File: src/rtl/msfsm_mealy_param.sv
// Parameterised one-hot place/transition FSM: barrier-gated Mealy fire strobe,
// lowest-index priority, sticky illegal-state recovery and a saturating fire counter.
module msfsm_mealy_param #(
  parameter int unsigned N_PLACES   = 4,
  parameter int unsigned N_TRANS    = 5,
  parameter int unsigned MAX_TB     = 2,
  parameter int unsigned PW         = 5,
  parameter logic [N_TRANS*PW-1:0] SRC_PLACE = {5'd3, 5'd1, 5'd0, 5'd2, 5'd2},
  parameter logic [N_TRANS*PW-1:0] DST_PLACE = {5'd2, 5'd3, 5'd3, 5'd1, 5'd0},
  parameter logic [N_TRANS*MAX_TB-1:0] TB_MASK = '1,
  parameter int unsigned INIT_PLACE = 2
) (
  input  logic                      clk,
  input  logic                      reset,
  input  logic                      hold,
  input  logic [N_TRANS-1:0]        trig,
  input  logic [N_TRANS*MAX_TB-1:0] tb,
  output logic [N_PLACES-1:0]       place,
  output logic [N_TRANS-1:0]        fire,
  output logic [N_TRANS-1:0]        fired_q,
  output logic [15:0]               fire_cnt,
  output logic                      err
);

  localparam int unsigned CNT_W = 16;
  localparam logic [N_PLACES-1:0] INIT_ONEHOT = N_PLACES'(1) << INIT_PLACE;
  localparam logic [CNT_W-1:0]    CNT_MAX     = '1;

  logic [N_PLACES-1:0] state;
  logic [N_PLACES-1:0] state_next;
  logic                err_next;
  logic [N_TRANS-1:0]  sync;
  logic                legal;
  logic                found;
  logic [N_PLACES-1:0] src_mask;
  logic [N_PLACES-1:0] dst_mask;

  assign legal = (state != '0) && ((state & (state - N_PLACES'(1))) == '0);
  assign place = legal ? state : '0;

  // Masked-off barrier inputs read as 1, so only used barriers can block a trigger.
  always_comb begin
    sync = '0;
    for (int unsigned k = 0; k < N_TRANS; k++) begin
      sync[k] = trig[k] & (&(tb[k*MAX_TB +: MAX_TB] | ~TB_MASK[k*MAX_TB +: MAX_TB]));
    end
  end

  // Next-state logic: priority fire selection, illegal-state recovery, hold freeze.
  always_comb begin
    fire       = '0;
    found      = 1'b0;
    src_mask   = '0;
    dst_mask   = '0;
    state_next = state;
    err_next   = err | ~legal;
    if (!reset && !hold && legal) begin
      for (int unsigned k = 0; k < N_TRANS; k++) begin
        if (!found && sync[k] &&
            ((state & (N_PLACES'(1) << SRC_PLACE[k*PW +: PW])) != '0)) begin
          fire[k]  = 1'b1;
          found    = 1'b1;
          src_mask = N_PLACES'(1) << SRC_PLACE[k*PW +: PW];
          dst_mask = N_PLACES'(1) << DST_PLACE[k*PW +: PW];
        end
      end
    end
    if (!hold) begin
      if (!legal) begin
        state_next = INIT_ONEHOT;
      end else if (found) begin
        state_next = (state & ~src_mask) | dst_mask;
      end
    end
  end

  always_ff @(posedge clk or posedge reset) begin
    if (reset) begin
      state    <= INIT_ONEHOT;
      fired_q  <= '0;
      fire_cnt <= '0;
      err      <= 1'b0;
    end else begin
      state   <= state_next;
      fired_q <= fire;
      err     <= err_next;
      if ((fire != '0) && (fire_cnt != CNT_MAX)) begin
        fire_cnt <= fire_cnt + CNT_W'(1);
      end
    end
  end

endmodule

File: config.mk
export PLATFORM = sky130hd
export DESIGN_NAME = msfsm_mealy_param
export DESIGN_NICKNAME = d
export VERILOG_FILES = /design/src/rtl/msfsm_mealy_param.sv
export SDC_FILE = /design/constraint.sdc
export NUM_CORES = 1
export LEC_CHECK = 0
export CORE_ASPECT_RATIO = 1.5
export CORE_UTILIZATION = 47
export DETAILED_ROUTE_END_ITERATION = 16
export PLACE_DENSITY_LB_ADDON = 0.08
export SKIP_LAST_GASP = 1
export SYNTH_ARGS = -nofsm -noshare
export SYNTH_HDL_FRONTEND = slang
export SYNTH_SLANG_ARGS = --single-unit
File: constraint.sdc
create_clock -name clk -period 6.3 [get_ports clk]
set_input_delay 1.575 -clock clk [delete_from_list [all_inputs] [get_ports clk]]
set_output_delay 1.575 -clock clk [all_outputs]
set_load 0.02 [all_outputs]
## Word level (Yosys, flattened, before mapping)

Index checks and enable logic that the tools add are counted.

- Output and inout port bits: 31
- Input bits: 18
- Register bits after elaboration: 26
- Logic and storage cells: 78

- Equality and inequality tests: 2
- $add $sub $neg: 2
- Bitwise operators: 12
- Reductions and logical operators: 28
- Muxes and demuxes: 30

Operators with widths:

| operator | number |
|---|---|
| $mux 4 | 11 |
| $add 16x1->16 const B | 1 |
| $ne 16x16->1 const B | 1 |
| $mux 1 | 15 |
| $logic_and 1x1->1 | 13 |
| $reduce_and 2->1 | 6 |
| $and 4x4->4 | 2 |
| $logic_not 1->1 | 6 |
| $mux 3 | 2 |
| $and 1x1->1 | 5 |
| $mux 5 | 1 |
| $reduce_bool 5->1 | 1 |
| $logic_not 4->1 | 1 |
| $not 4->4 | 1 |
| $or 4x4->4 | 1 |
| $reduce_bool 4->1 | 1 |
| $sub 4x1->4 const B | 1 |
| $mux 2 | 1 |
| $ne 2x1->1 const B | 1 |
| $not 1->1 | 2 |
| $or 1x1->1 | 1 |

## Depth between registers and ports, before layout

Gate-level depths: netlist of run 1.

- Depth in word-level cells: 31
- Depth in mapped cells: 6
- Gate-level depth less buffers: 6

## Least setup slack after synthesis of run 1

No wires, ideal clock.

- Kind: input port to output port
- Start point: input hold
- End point: output fire[4]
- Setup slack: 1.938 ns
- Arrival: 2.787 ns
- Buffers on the path: 0
- Stages on the path: 3
- Cell sequence: nor2_1 nand2_1 nor4_1

- Longest elaborated chain between the ends: 4

Ends and longest elaborated chain:

| element | RTL line | source |
|---|---|---|
| from (decl) | 15 | `input logic hold,` |
| $logic_not 1->1 | - |  |
| $logic_and 1x1->1 (2 in series) | 57 | `if (!reset && !hold && legal) begin` |
| $mux 5 | 57 |  |
| to (decl) | 19 | `output logic [N_TRANS-1:0] fire,` |

No other way between the ends.

## Worst setup path after layout of run 1

Ends and elaborated chain as after synthesis.

==> flow_metrics.py, run 1 <==
metrics = {
    "yosys": {
        "syn_inst": 119,
        "synth_fp_nets": 138,
        "yosys_warnings": 0,
        "synth_seq_cells": 26,
        "synth_ff_type": "dfrtp_1",
        "syn_avg_cell_area_um2": 11.4,
        "synth_edf_count": 0,
        "syn_area_mm2": 0.00136,
        "ys_types": 31,
        "async_flop_share_pct": 100,
        "ys_seq_area_share_pct": 48.1,
    },
    "worst_setup_path": {
        "crit_path_frequent_cell": "clkdlybuf4s50_1",
        "max_stage_delay_ns": 0.67,
        "slowest_stage": "clkdlybuf4s50_1",
        "path_cells": "clkdlybuf4s50_1 > nor2_1 > nand2_1 > nor4_1 > clkdlybuf4s50_1",
        "cp.required_ns": 4.72,
        "worstPathMaxFanout": 4,
        "critPathLaunchType": "input port",
        "crit_type": "in -> out",
        "end_kind": "output port",
        "worstPathArrival_ns": 3.60,
    },
    "routing": {
        "drt_pass1_iterations": 4,
        "drt_iter0_drc": 16,
        "remaining_drc_errors": 0,
        "vias": 1148,
        "wire_per_inst_um": 14.6,
        "vias_per_cell": 5.55,
        "postRouteAntennaNets": 0,
        "wirelength_um": 3020,
    },
    "power": {
        "combPwrFrac_pct": 30.0,
        "swShare_pct": 32.1,
        "leakage_nw": 0.834,
        "internal_power_uw": 304,
        "powerDensity_mw_per_mm2": 232,
        "seq_power_share_pct": 45.8,
        "vdd_drop_max_v": 0.000198,
        "clkPwrFrac_pct": 24.1,
        "power_uw": 447,
        "switchingPower_uw": 143,
    },
    "worst_hold_path": {
        "worstHoldPathType": "reg -> reg",
    },
    "clocking": {
        "clk_pin_slew_ns": 0.09,
        "htree_levels": 1,
        "hold_buffers": 0,
        "post_cts_resized": 0,
        "cts_setup_buffers": 0,
        "cts-root-buf": "clkbuf_8",
        "cts_buffer_depth": 2,
        "cts_made_buffers": 3,
        "cts_tree": "done",
        "clk_latency_ns": 0.27,
        "cts_num_sinks": 26,
    },
    "flow_run": {
        "drv_cap": 0,
    },
    "timing": {
        "rsz0062_at_grt": "no",
        "final-setup-viol-count": 0,
        "relSlewSlack_pct": 34.4,
        "fmax_ghz": 0.193,
        "holdWs_ns": 0.485,
        "finalSetupTns_ns": 0,
        "finalCriticalPeriod_ns": 5.18,
        "fin_crit_sh_pct": 82.2,
        "tightestPinTransition_ns": 0.983,
        "hold_viol_final": 0,
        "skew_ns": 0.00536,
        "drv_slew": 0,
    },
    "floorplan": {
        "ioPinCount": 49,
        "dieArea_mm2": 0.00311,
        "fp.coreArea_mm2": 0.00271,
        "die_y_um": 67.8,
        "dieWidth_um": 45.9,
        "initial_core_util_pct": 50.1,
        "rows": 23,
    },
    "placement": {
        "hpwl_um": 2360,
        "io_buffers": 48,
        "placed_area_mm2": 0.00187,
        "gp_congestion": 0.825,
    },
    "cells_and_area": {
        "final_nets": 190,
        "n_antenna_cell": 0,
        "seqCellArea_um2": 652,
        "postLayoutCellArea_mm2": 0.00193,
        "multiInputGateArea_um2": 678,
        "syn_to_final_growth_pct": 42.1,
        "drive_gt1_share_pct": 10.6,
        "n_fill_cell": 236,
        "final_common_cell": "clkdlybuf4s50_1",
        "final_cell_mix": "48 x clkdlybuf4s50_1, 25 x dfrtp_1, 14 x xor2_1, 11 x nand2_1, 9 x nand3_1",
    },
    "status": {
        "status": "completed",
    },
    "global_route": {
        "grt_util_all_layers_pct": 22.5,
        "antenna_found_initial": 0,
        "gr-total-overflow": 0,
        "grt_first_pass_wirelength_um": 5030,
        "grt_max_degree": 27,
        "grt_pass1_vias": 1139,
    },
}
==> logic make-up (layout without fill, tap and decap cells) <==
family	count (synthesis)	after routing	share of synthesized area, %
flip-flops	26	26	48.1
buffers and inverters	5	56	1.94
adder cells (fa/ha/maj)	1	1	0.922
AO/OA/AOI/OAI	7	7	5.81
multiplexers	2	2	1.66
XOR/XNOR	15	15	9.69
AND/OR/NAND/NOR	63	63	31.9
==> power by group through the flow <==
stage / logic (mW) / clock network (mW) / registers, mW
global placement: 0.134 / 0 / 0.207
floorplan: 0.0704 / 0 / 0.214
CTS: 0.135 / 0.110 / 0.205
finish: 0.134 / 0.108 / 0.205
global route: 0.146 / 0.119 / 0.209
detailed placement: 0.134 / 0 / 0.208
==> cells in the mapped netlist (3+ instances only) <==
| cell | number | area share [%] |
|---|---|---|
| nand4_1 | 6 | 2.8 |
| dfrtp_1 | 25 | 46 |
| nor3_1 | 3 | 1.1 |
| nor4_2 | 5 | 4.6 |
| nor2_1 | 6 | 1.7 |
| nand2_1 | 11 | 3.0 |
| and4_1 | 3 | 1.9 |
| xor2_1 | 14 | 9.0 |
| nor4b_2 | 4 | 4.4 |
| nand2b_1 | 4 | 1.8 |
| inv_1 | 4 | 1.1 |
| nand3_1 | 9 | 3.3 |
==> state kept, by name, indices dropped and copies added, names as in the netlist <==
name	count
err	1
fire_cnt	16
fired_q	5
state	4
==> area by class of cell <==
class / instances / share of cell area (%)
clock buffer: 4 / 2.86
inverter: 4 / 0.779
multi-input combinational: 88 / 35.2
sequential: 26 / 33.8
tap: 37 / 2.40
timing repair buffer: 48 / 24.9
==> layer usage <==
metal  global-route usage [%]  wire length [um]
met1                     25.0              1100
met4                     9.93                67
met2                     40.7              1730
met5                        0                 0
met3                     2.94               119
==> worst max-delay path, delay by kind of cell <==
family                 cells  cell delay [ns]
buffers and inverters      2             1.13
AND/OR/NAND/NOR            3             0.89
==> path summary, 6_finish.rpt <==
check / cells after the start / end / from / slack (ns)
max: 5 / fire[4] / hold / 1.12
min in group asynchronous: 2 / fired_q[4]$_DFF_PP0_ / reset / 1.89
max reg2reg: 5 / fire_cnt[14]$_DFFE_PP0P_ / state[0]$_DFFE_PP0P_ / 3.98
max in group asynchronous: 2 / fire_cnt[9]$_DFFE_PP0P_ / reset / 3.81
min reg2reg: 1 / err$_DFF_PP0_ / err$_DFF_PP0_ / 0.49
min: 1 / err$_DFF_PP0_ / err$_DFF_PP0_ / 0.49
==> metrics by stage <==
stage | cells | utilization, % | setup slack (ns)
global route | 207 | 71.2 | 0.997
global placement | 203 | 69.2 | 1.20
detailed placement | 203 | 69.2 | 1.16
finish | 207 | 71.2 | 1.12
CTS | 207 | 71.2 | 1.14
floorplan | 119 | - | 1.94
Note: power is estimated with default switching activity, not from simulation.
==> run 2, diff against run 1 <==
- CORE_UTILIZATION: 47 -> 44
- clock period: 6.3 -> 5.15 ns (I/O delays scaled with it)
==> run 2 against run 1 <==
Against the previous run: sequential cell count unchanged; clock power is 20% higher; non-clock buffer count unchanged; sequential share of layout area hardly changed; first-iteration DRC count up 31%; via count rose by 0.17%; setup slack lost 0.61 ns; clock-buffer cell count is the same; critical path depth is the same; critical endpoint unchanged; core utilization is 5.0 points lower; total power grew 22%; largest power group unchanged; register-to-register slack worse by 1.2 ns.
==> flow_metrics.py, run 2 (synthesis results as in run 1) <==
metrics = {
    "status": {
        "status": "completed",
    },
    "floorplan": {
        "dieWidth_um": 47.3,
        "ioPinCount": 49,
        "fp.coreArea_mm2": 0.00291,
        "rows": 24,
        "dieArea_mm2": 0.00331,
        "die_y_um": 70,
        "initial_core_util_pct": 46.6,
    },
    "cells_and_area": {
        "largest_register": "fire_cnt",
        "drive_gt1_share_pct": 10.6,
        "n_antenna_cell": 0,
        "fin_util_pct": 66.2,
        "largest_reg_flops": 16,
        "reg_top3": "fire_cnt x16, fired_q x5, state x4",
        "final_common_cell": "clkdlybuf4s50_1",
        "layout.cells.non_filler": 209,
        "postLayoutCellArea_mm2": 0.00193,
        "final_cell_mix": "48 x clkdlybuf4s50_1, 25 x dfrtp_1, 14 x xor2_1, 11 x nand2_1, 9 x nand3_1",
        "final_nets": 190,
        "syn_to_final_growth_pct": 42.3,
        "seqCellArea_um2": 652,
        "n_fill_cell": 243,
        "multiInputGateArea_um2": 678,
    },
    "clocking": {
        "cts_num_sinks": 26,
        "cts_tree": "done",
        "cts_buffer_depth": 2,
        "cts-root-buf": "clkbuf_8",
        "htree_levels": 1,
        "hold_buffers": 0,
        "post_cts_resized": 0,
        "clk_latency_ns": 0.26,
        "cts_setup_buffers": 0,
        "clk_pin_slew_ns": 0.09,
        "cts_made_buffers": 3,
    },
    "placement": {
        "io_buffers": 48,
        "place_ws_ns": 0.553,
        "hpwl_um": 2530,
        "placed_area_mm2": 0.00187,
        "place_inst": 205,
        "gp_congestion": 0.783,
    },
    "worst_setup_path": {
        "crit_type": "in -> out",
        "crit_family": "buffers and inverters",
        "max_stage_delay_ns": 0.68,
        "worstPathMaxFanout": 4,
        "path_cells": "clkdlybuf4s50_1 > nor2_1 > nand2_1 > nor4_1 > clkdlybuf4s50_1",
        "worstPathArrival_ns": 3.35,
        "end_kind": "output port",
        "cp_num_buf_inv": 2,
        "cp.required_ns": 3.86,
        "slowest_stage": "clkdlybuf4s50_1",
        "crit_path_frequent_cell": "clkdlybuf4s50_1",
        "critPathLaunchType": "input port",
    },
    "global_route": {
        "grt_util_all_layers_pct": 22.6,
        "gr-total-overflow": 0,
        "antenna_found_initial": 0,
        "grt_pass1_vias": 1229,
        "grt_first_pass_wirelength_um": 5560,
        "grt_max_degree": 27,
    },
    "routing": {
        "wire_per_inst_um": 15.6,
        "drt_iter0_drc": 21,
        "remaining_drc_errors": 0,
        "drt_pass1_iterations": 4,
        "wirelength_um": 3270,
        "vias": 1150,
        "vias_per_cell": 5.50,
        "postRouteAntennaNets": 0,
    },
    "timing": {
        "finalSetupTns_ns": 0,
        "final-setup-viol-count": 0,
        "finalCriticalPeriod_ns": 4.64,
        "fmax_ghz": 0.216,
        "fin_crit_sh_pct": 90.1,
        "rsz0062_at_grt": "no",
        "skew_ns": 0.00526,
        "drv_slew": 0,
        "relSlewSlack_pct": 33.5,
        "holdWs_ns": 0.481,
        "tightestPinTransition_ns": 0.997,
        "hold_viol_final": 0,
        "fin_ws_ns": 0.510,
    },
    "power": {
        "leakage_nw": 0.834,
        "switchingPower_uw": 176,
        "combPwrFrac_pct": 30.4,
        "swShare_pct": 32.1,
        "vdd_drop_max_v": 0.000188,
        "internal_power_uw": 371,
        "powerDensity_mw_per_mm2": 283,
        "power_uw": 547,
        "clkPwrFrac_pct": 23.9,
        "seq_power_share_pct": 45.8,
    },
    "flow_run": {
        "drv_cap": 0,
    },
    "worst_hold_path": {
        "worstHoldPathType": "reg -> reg",
    },
}
run 2: cell counts in the layout (fill, tap and decap cells not counted):
Identical to the previous run, type by type.
run 2: final cells by class:
type / instances / area share (%)
multi-input combinational: 88 / 35.1
clock buffer: 4 / 2.85
inverter: 4 / 0.778
tap: 39 / 2.53
timing repair buffer: 48 / 24.9
sequential: 26 / 33.8
run 2: worst paths after layout:
kind,from,to,slack [ns],cells past startpoint
setup reg to reg,state[0]$_DFFE_PP0P_,fire_cnt[14]$_DFFE_PP0P_,2.80,5
setup / recovery,hold,fire[4],0.51,5
hold / removal,err$_DFF_PP0_,err$_DFF_PP0_,0.48,1
max in group asynchronous,reset,state[1]$_DFFE_PP0P_,2.94,2
min in group asynchronous,reset,err$_DFF_PP0_,1.60,2
hold reg to reg,err$_DFF_PP0_,err$_DFF_PP0_,0.48,1
run 2: power by group through the flow:
stage | clock [mW] | sequential (mW) | combinational, mW
after floorplan | 0 | 0.262 | 0.0862
after global placement | 0 | 0.254 | 0.164
after detailed placement | 0 | 0.254 | 0.167
after CTS | 0.134 | 0.250 | 0.168
after global routing | 0.145 | 0.254 | 0.181
final | 0.130 | 0.250 | 0.166
run 2: layer usage:
metal | wire length, um | vias up | global-route usage, % | share of wire (%)
met5 | 0 | - | 0 | 0
met4 | 53 | 0 | 7.30 | 1.6
met3 | 125 | 6 | 2.58 | 3.8
met2 | 1840 | 38 | 40.0 | 56
met1 | 1250 | 572 | 26.3 | 38
li1 | - | 534 | - | -
